==> config.mk <==
export PLATFORM = sky130hd
export DESIGN_NAME = config_reg_node
export DESIGN_NICKNAME = d
export VERILOG_FILES = /design/src/rtl/cfgreg_pkg.sv /design/src/rtl/cfgreg_msg_decode.sv /design/src/rtl/config_reg_node.sv
export SDC_FILE = /design/constraint.sdc
export NUM_CORES = 1
export LEC_CHECK = 0
export CAP_MARGIN = 25
export CORE_MARGIN = 5
export CORE_UTILIZATION = 45
export CTS_BUF_LIST = sky130_fd_sc_hd__clkbuf_2 sky130_fd_sc_hd__clkbuf_4 sky130_fd_sc_hd__clkbuf_8
export DETAILED_ROUTE_END_ITERATION = 8
export GPL_ROUTABILITY_DRIVEN = 0
export PLACE_DENSITY = 0.8
export SYNTH_ARGS = -nofsm -noshare
export SYNTH_HDL_FRONTEND = slang
export SYNTH_SLANG_ARGS = --single-unit
==> constraint.sdc <==
create_clock -name clk -period 1.3 [get_ports clk]
set_input_delay 0.195 -clock clk [delete_from_list [all_inputs] [get_ports clk]]
set_output_delay 0.195 -clock clk [all_outputs]
set_load 0.01 [all_outputs]
==> src/rtl/cfgreg_pkg.sv <==
// Shared constants for the daisy-chained configuration-register bus.
// Message layout (MSB..LSB): addr | wr | payload.
package cfgreg_pkg;

  localparam int CFG_ADDR_SIZE    = 4;
  localparam int CFG_PAYLOAD_SIZE = 8;

  // Field offsets for the default sizes; the functions below give them for any payload width.
  localparam int CFG_WR_POS   = CFG_PAYLOAD_SIZE;
  localparam int CFG_ADDR_LSB = CFG_PAYLOAD_SIZE + 1;

  localparam logic [CFG_ADDR_SIZE-1:0] CFG_BCAST_ADDR = {CFG_ADDR_SIZE{1'b1}};

  function automatic int wr_pos(input int payload_size);
    return payload_size;
  endfunction

  function automatic int addr_lsb(input int payload_size);
    return payload_size + 1;
  endfunction

endpackage

==> src/rtl/cfgreg_msg_decode.sv <==
// Combinational split of a bus message into addr / wr / payload,
// plus a flag that says whether the message targets this node.
module cfgreg_msg_decode
  import cfgreg_pkg::*;
#(
  parameter int                    ADDR_SIZE    = CFG_ADDR_SIZE,
  parameter int                    PAYLOAD_SIZE = CFG_PAYLOAD_SIZE,
  parameter logic [ADDR_SIZE-1:0]  ADDR         = '0
) (
  input  logic [ADDR_SIZE+PAYLOAD_SIZE:0] msg,
  output logic [ADDR_SIZE-1:0]            addr,
  output logic                            wr,
  output logic [PAYLOAD_SIZE-1:0]         payload,
  output logic                            match
);

  localparam int WR_POS   = wr_pos(PAYLOAD_SIZE);
  localparam int ADDR_LSB = addr_lsb(PAYLOAD_SIZE);

  always_comb begin
    addr    = msg[ADDR_LSB +: ADDR_SIZE];
    wr      = msg[WR_POS];
    payload = msg[PAYLOAD_SIZE-1:0];
    match   = (addr == ADDR);
  end

endmodule

==> src/rtl/config_reg_node.sv <==
// One node of the daisy-chained configuration bus: owns one register at ADDR.
// Optional broadcast writes to the all-ones address when CFGREG_BCAST_EN is defined.
module config_reg_node
  import cfgreg_pkg::*;
#(
  parameter int                    ADDR_SIZE    = CFG_ADDR_SIZE,
  parameter int                    PAYLOAD_SIZE = CFG_PAYLOAD_SIZE,
  parameter logic [ADDR_SIZE-1:0]  ADDR         = '0
) (
  input  logic                            clk,
  input  logic                            reset,
  input  logic [ADDR_SIZE+PAYLOAD_SIZE:0] rec_msg,
  output logic [ADDR_SIZE+PAYLOAD_SIZE:0] send_msg
);

  localparam int MSG_W = ADDR_SIZE + PAYLOAD_SIZE + 1;

  logic [ADDR_SIZE-1:0]    dec_addr;
  logic                    dec_wr;
  logic [PAYLOAD_SIZE-1:0] dec_payload;
  logic                    dec_match;

  logic [PAYLOAD_SIZE-1:0] cfg_d, cfg_q;
  logic [MSG_W-1:0]        send_msg_d, send_msg_q;

`ifdef CFGREG_BCAST_EN
  localparam logic [ADDR_SIZE-1:0] BCAST_ADDR = '1;

  // The all-ones address is reserved for broadcast, so no node may own it.
  if (ADDR == BCAST_ADDR) begin : g_bad_addr
    $error("config_reg_node: ADDR must not be the broadcast address when CFGREG_BCAST_EN is defined");
  end
`endif

  cfgreg_msg_decode #(
    .ADDR_SIZE    (ADDR_SIZE),
    .PAYLOAD_SIZE (PAYLOAD_SIZE),
    .ADDR         (ADDR)
  ) u_decode (
    .msg     (rec_msg),
    .addr    (dec_addr),
    .wr      (dec_wr),
    .payload (dec_payload),
    .match   (dec_match)
  );

  // A matched write echoes the freshly written value (write-through acknowledge).
  always_comb begin
    cfg_d      = cfg_q;
    send_msg_d = rec_msg;
    if (dec_match) begin
      if (dec_wr) begin
        cfg_d = dec_payload;
      end
      send_msg_d = {dec_addr, 1'b0, cfg_d};
    end
`ifdef CFGREG_BCAST_EN
    else if (dec_addr == BCAST_ADDR && dec_wr) begin
      cfg_d = dec_payload;
    end
`endif
  end

  always_ff @(posedge clk) begin
    if (reset) begin
      cfg_q      <= '0;
      send_msg_q <= '0;
    end else begin
      cfg_q      <= cfg_d;
      send_msg_q <= send_msg_d;
    end
  end

  assign send_msg = send_msg_q;

endmodule

; After elaboration in Yosys (flattened, before gate mapping)
; Cells that the tools add are included.
[totals]
regBits = 21
inputBits = 15
[classes]
n_reduce_logical = 2
mux = 2
[ops]
columns = op, count
row1 = $mux 8, 2
row2 = $logic_not 4->1, 1
row3 = $reduce_or 2->1, 1

; Logic depth before layout (Yosys ltp)
[logic_depth]
depth_word = 2
depth_mapped = 4
depth_no_buf = 3

; Cells and area by module
; Synthesis repeated with hierarchy kept, for this count alone.
[unflattened]
hier_cells = 101
area_unflattened_um2 = 997.2
[by_module_without_submodules]
columns = module, area_each_um2, cells_per_inst, instances, seq_area_each_um2
row1 = config_reg_node, 887.1, 87, 1, 420.4
row2 = cfgreg_msg_decode, 110.1, 14, 1, 0.0

; Least setup slack after synthesis
; No wires, ideal clock.
[synth_path]
path_type = input port to flip-flop
start = input port rec_msg[11]
end = register send_msg_q[3], in the netlist send_msg[3]
stages = 4
arrival_ns = 0.974
path_slack_ns = 0.255
required_ns = 1.228
setup_time_ns = 0.072
path_cell_list = nor4_4 -> and2b_1 -> buf_6 -> mux2i_1
[synth_via]
elab_chain_len = 2
[synth_rtl]
columns = item, line_no
row1 = start: declaration, config_reg_node.sv:12  ; input logic [ADDR_SIZE+PAYLOAD_SIZE:0] rec_msg,
row2 = $logic_not 4->1, cfgreg_msg_decode.sv:24  ; match = (addr == ADDR);
row3 = $mux 8, config_reg_node.sv:51  ; if (dec_match) begin
row4 = end signal: assignment, config_reg_node.sv:70  ; send_msg_q <= send_msg_d;
row5 = end: declaration, config_reg_node.sv:24  ; logic [MSG_W-1:0] send_msg_d, send_msg_q;
; Every way passes these cells.
; A chain may end at the register's enable or synchronous reset.

; Worst setup path after layout
[layout_path]
start = input port rec_msg[12]
end = register send_msg_q[7], in the netlist send_msg[7]
; Same word-level chain as after synthesis.

==> metrics.yaml <==
hpwl_um: 1070
crit_fanout: 5
hp-start: "rec_msg[11]"
start_util_pct: 46.6
cts.sinks: 21
setup_slack_ns: 0.159
finalHoldViolCount: 0
diodes: 0
critPathKind: "in2reg"
endpoint_kind: "flip-flop"
numCtsBuffers: 3
drt-total-wl_um: 1420
layout.cells.non_filler: 113
synthTopCellsByArea: "dfxtp_1 53%, mux2i_1 20%, nand2b_1 14%"
rsz0062_at_grt: "false"
final_core_util_pct: 65.1
syn_nets: 82
io_pins: 28
vias: 539
reg2reg_slack_ns: 0.68
synth_most_common_cell: "dfxtp_1"
fin_nets: 112
synth_common_cells: "21 x dfxtp_1, 17 x nand2b_1, 16 x mux2i_1, 4 x nor2b_1, 2 x clkbuf_1"
setup_viol: 0
timing.rr.start: "cfg_q[4]"
vias_per_cell: 4.77
htreeDepth: 1
area_growth_pct: 39.7
drc: 0
clockRootBuffer: "clkbuf_4"
synth_top_area_cell: "dfxtp_1"
synth_flop_cell: "dfxtp_1"
irDropWorstVdd_mv: 0.559
ys.warnings.count: 0
synth_top_area_share_pct: 53.4
fp.dieArea_um2: 2690
syn_area_um2: 787
hold_path_end: "send_msg[11]"
outcome: "finished, final reports clean"
first_pass_iters: 4
track_usage_pct: 11.9
p_per_area_nw_per_um2: 1020
drv_slew: 0
period_share_pct: 87.8
arrival_ns: 1.37
synthCells: 67
grt_pass1_vias: 552
grt_start_max_net_pins: 22
antenna_left: 0
rows: 15
period_needed_ns: 1.14
core_um2: 1690
synth_edf_count: 0
min_path_type: "in2reg"
die_w_um: 51.8
antenna_found_initial: 0
cts_tree: "built"
crit_required_ns: 1.53
die_y_um: 51.8
clkTransAtPathRegs_ns: 0.10
cap_violations: 0
fillCellCount: 141
yosysSeqAreaShare_pct: 53.4
first_iter_violations: 2
maxSlewHeadroom_pct: 80.3
worst_slew_pin_slew_ns: 0.293
max_clock_freq_ghz: 0.877
r2r-end: "cfg_q[4]"
grt_pass1_wl_um: 2390
worst_setup_path_start_kind: "input pin"
p_leak_nw: 0.524
ys_types: 12
clock_latency_ns: 0.30
overflow: 0
hold_ws_ns: 0.222
drive_gt1_share_pct: 9.38
ff2ff_path_depth: 2
cts_buffer_depth: 2
synth.avg_cell_area_um2: 11.7
dp_slack_ns: -0.407
detail_route.wl_per_cell_um: 12.6
ys_ff_latch: 21
hold_path_depth: 2
synthArstFlopShare_pct: 0
fin_skew_ns: 0.00920
dp_cells: 108
port-buffer-count: 27
==> sequential cells by signal, indices dropped and copies added (netlist names) <==
name      count
cfg_q         8
send_msg     13
==> cells in the final DEF, fill, tap and decap left out, drive strengths merged <==
cell type,count
and2,1
clkbuf,3
mux2i,16
nor3b,1
clkdlybuf4s50,11
nand2b,17
buf,2
dfxtp,21
and2b,1
nor2b,4
clkinv,1
dlymetal6s2s,3
nor4,1
nand2,1
dlygate4sd2,13
==> layer usage <==
layer  vias up  GRT usage, %  routed length [um]
met2        17          21.3                 688
li1        275             -                   -
met3         2          3.72                 117
met5         -             0                   0
met4         0          5.24                  11
met1       245          12.5                 608
==> worst max path at each step <==
stage	start	to	slack, ns	cells past startpoint
floorplan	rec_msg[11]	send_msg[3]	0.25	4
global placement	rec_msg[11]	send_msg[4]	-0.35	4
detailed placement	rec_msg[11]	send_msg[3]	-0.41	4
CTS	rec_msg[12]	send_msg[7]	0.006	4
global route	rec_msg[12]	send_msg[3]	0.06	4
finish	rec_msg[12]	send_msg[7]	0.16	4
==> stage by stage <==
stage	setup TNS, ns	total power, W	area [um^2]
after floorplan	0	0.000747	787
after global placement	-4.22	0.000848	1070
after detailed placement	-4.67	0.000851	1070
after CTS	0	0.00114	1090
after global routing	0	0.00117	1100
final	0	0.00112	1100
==> cell families (layout without fill, tap and decap cells) <==
family                 after synthesis  in the layout  share of synthesized area (%)
DFF                                 21             21                           53.4
muxes                               16             16                           20.3
buffers and inverters                4             33                           3.34
and+or+nand+nor                     26             26                           22.9
==> worst max-delay path, stage by stage <==
cell and delay, ns:
clkdlybuf4s50_1 0.45, nor4_4 0.23, and2b_2 0.29, mux2i_1 0.20
==> what timing repair did <==
item / 4_1_cts / 5_1_grt
hold buffers: 0 / 0
pin swaps: 1 / 1
setup endpoints to repair: 18 / 9
buffers inserted: 1 / 0
gates resized for setup: 14 / 3
==> final cells by class <==
cell class | instances | area [um^2] | area share, %
sequential | 21 | 420 | 38.2
multi-input combinational | 42 | 342 | 31.1
timing repair buffer | 29 | 289 | 26.3
clock buffer | 3 | 22.5 | 2.05
tap | 17 | 21.3 | 1.93
clock inverter | 1 | 5.00 | 0.455
==> where the power goes <==
part / switching (W) / internal (W)
Sequential: 0.00000554 / 0.000668
Combinational: 0.0000567 / 0.0000884
Clock: 0.000185 / 0.000115
Power figures use the tool's default switching activity.
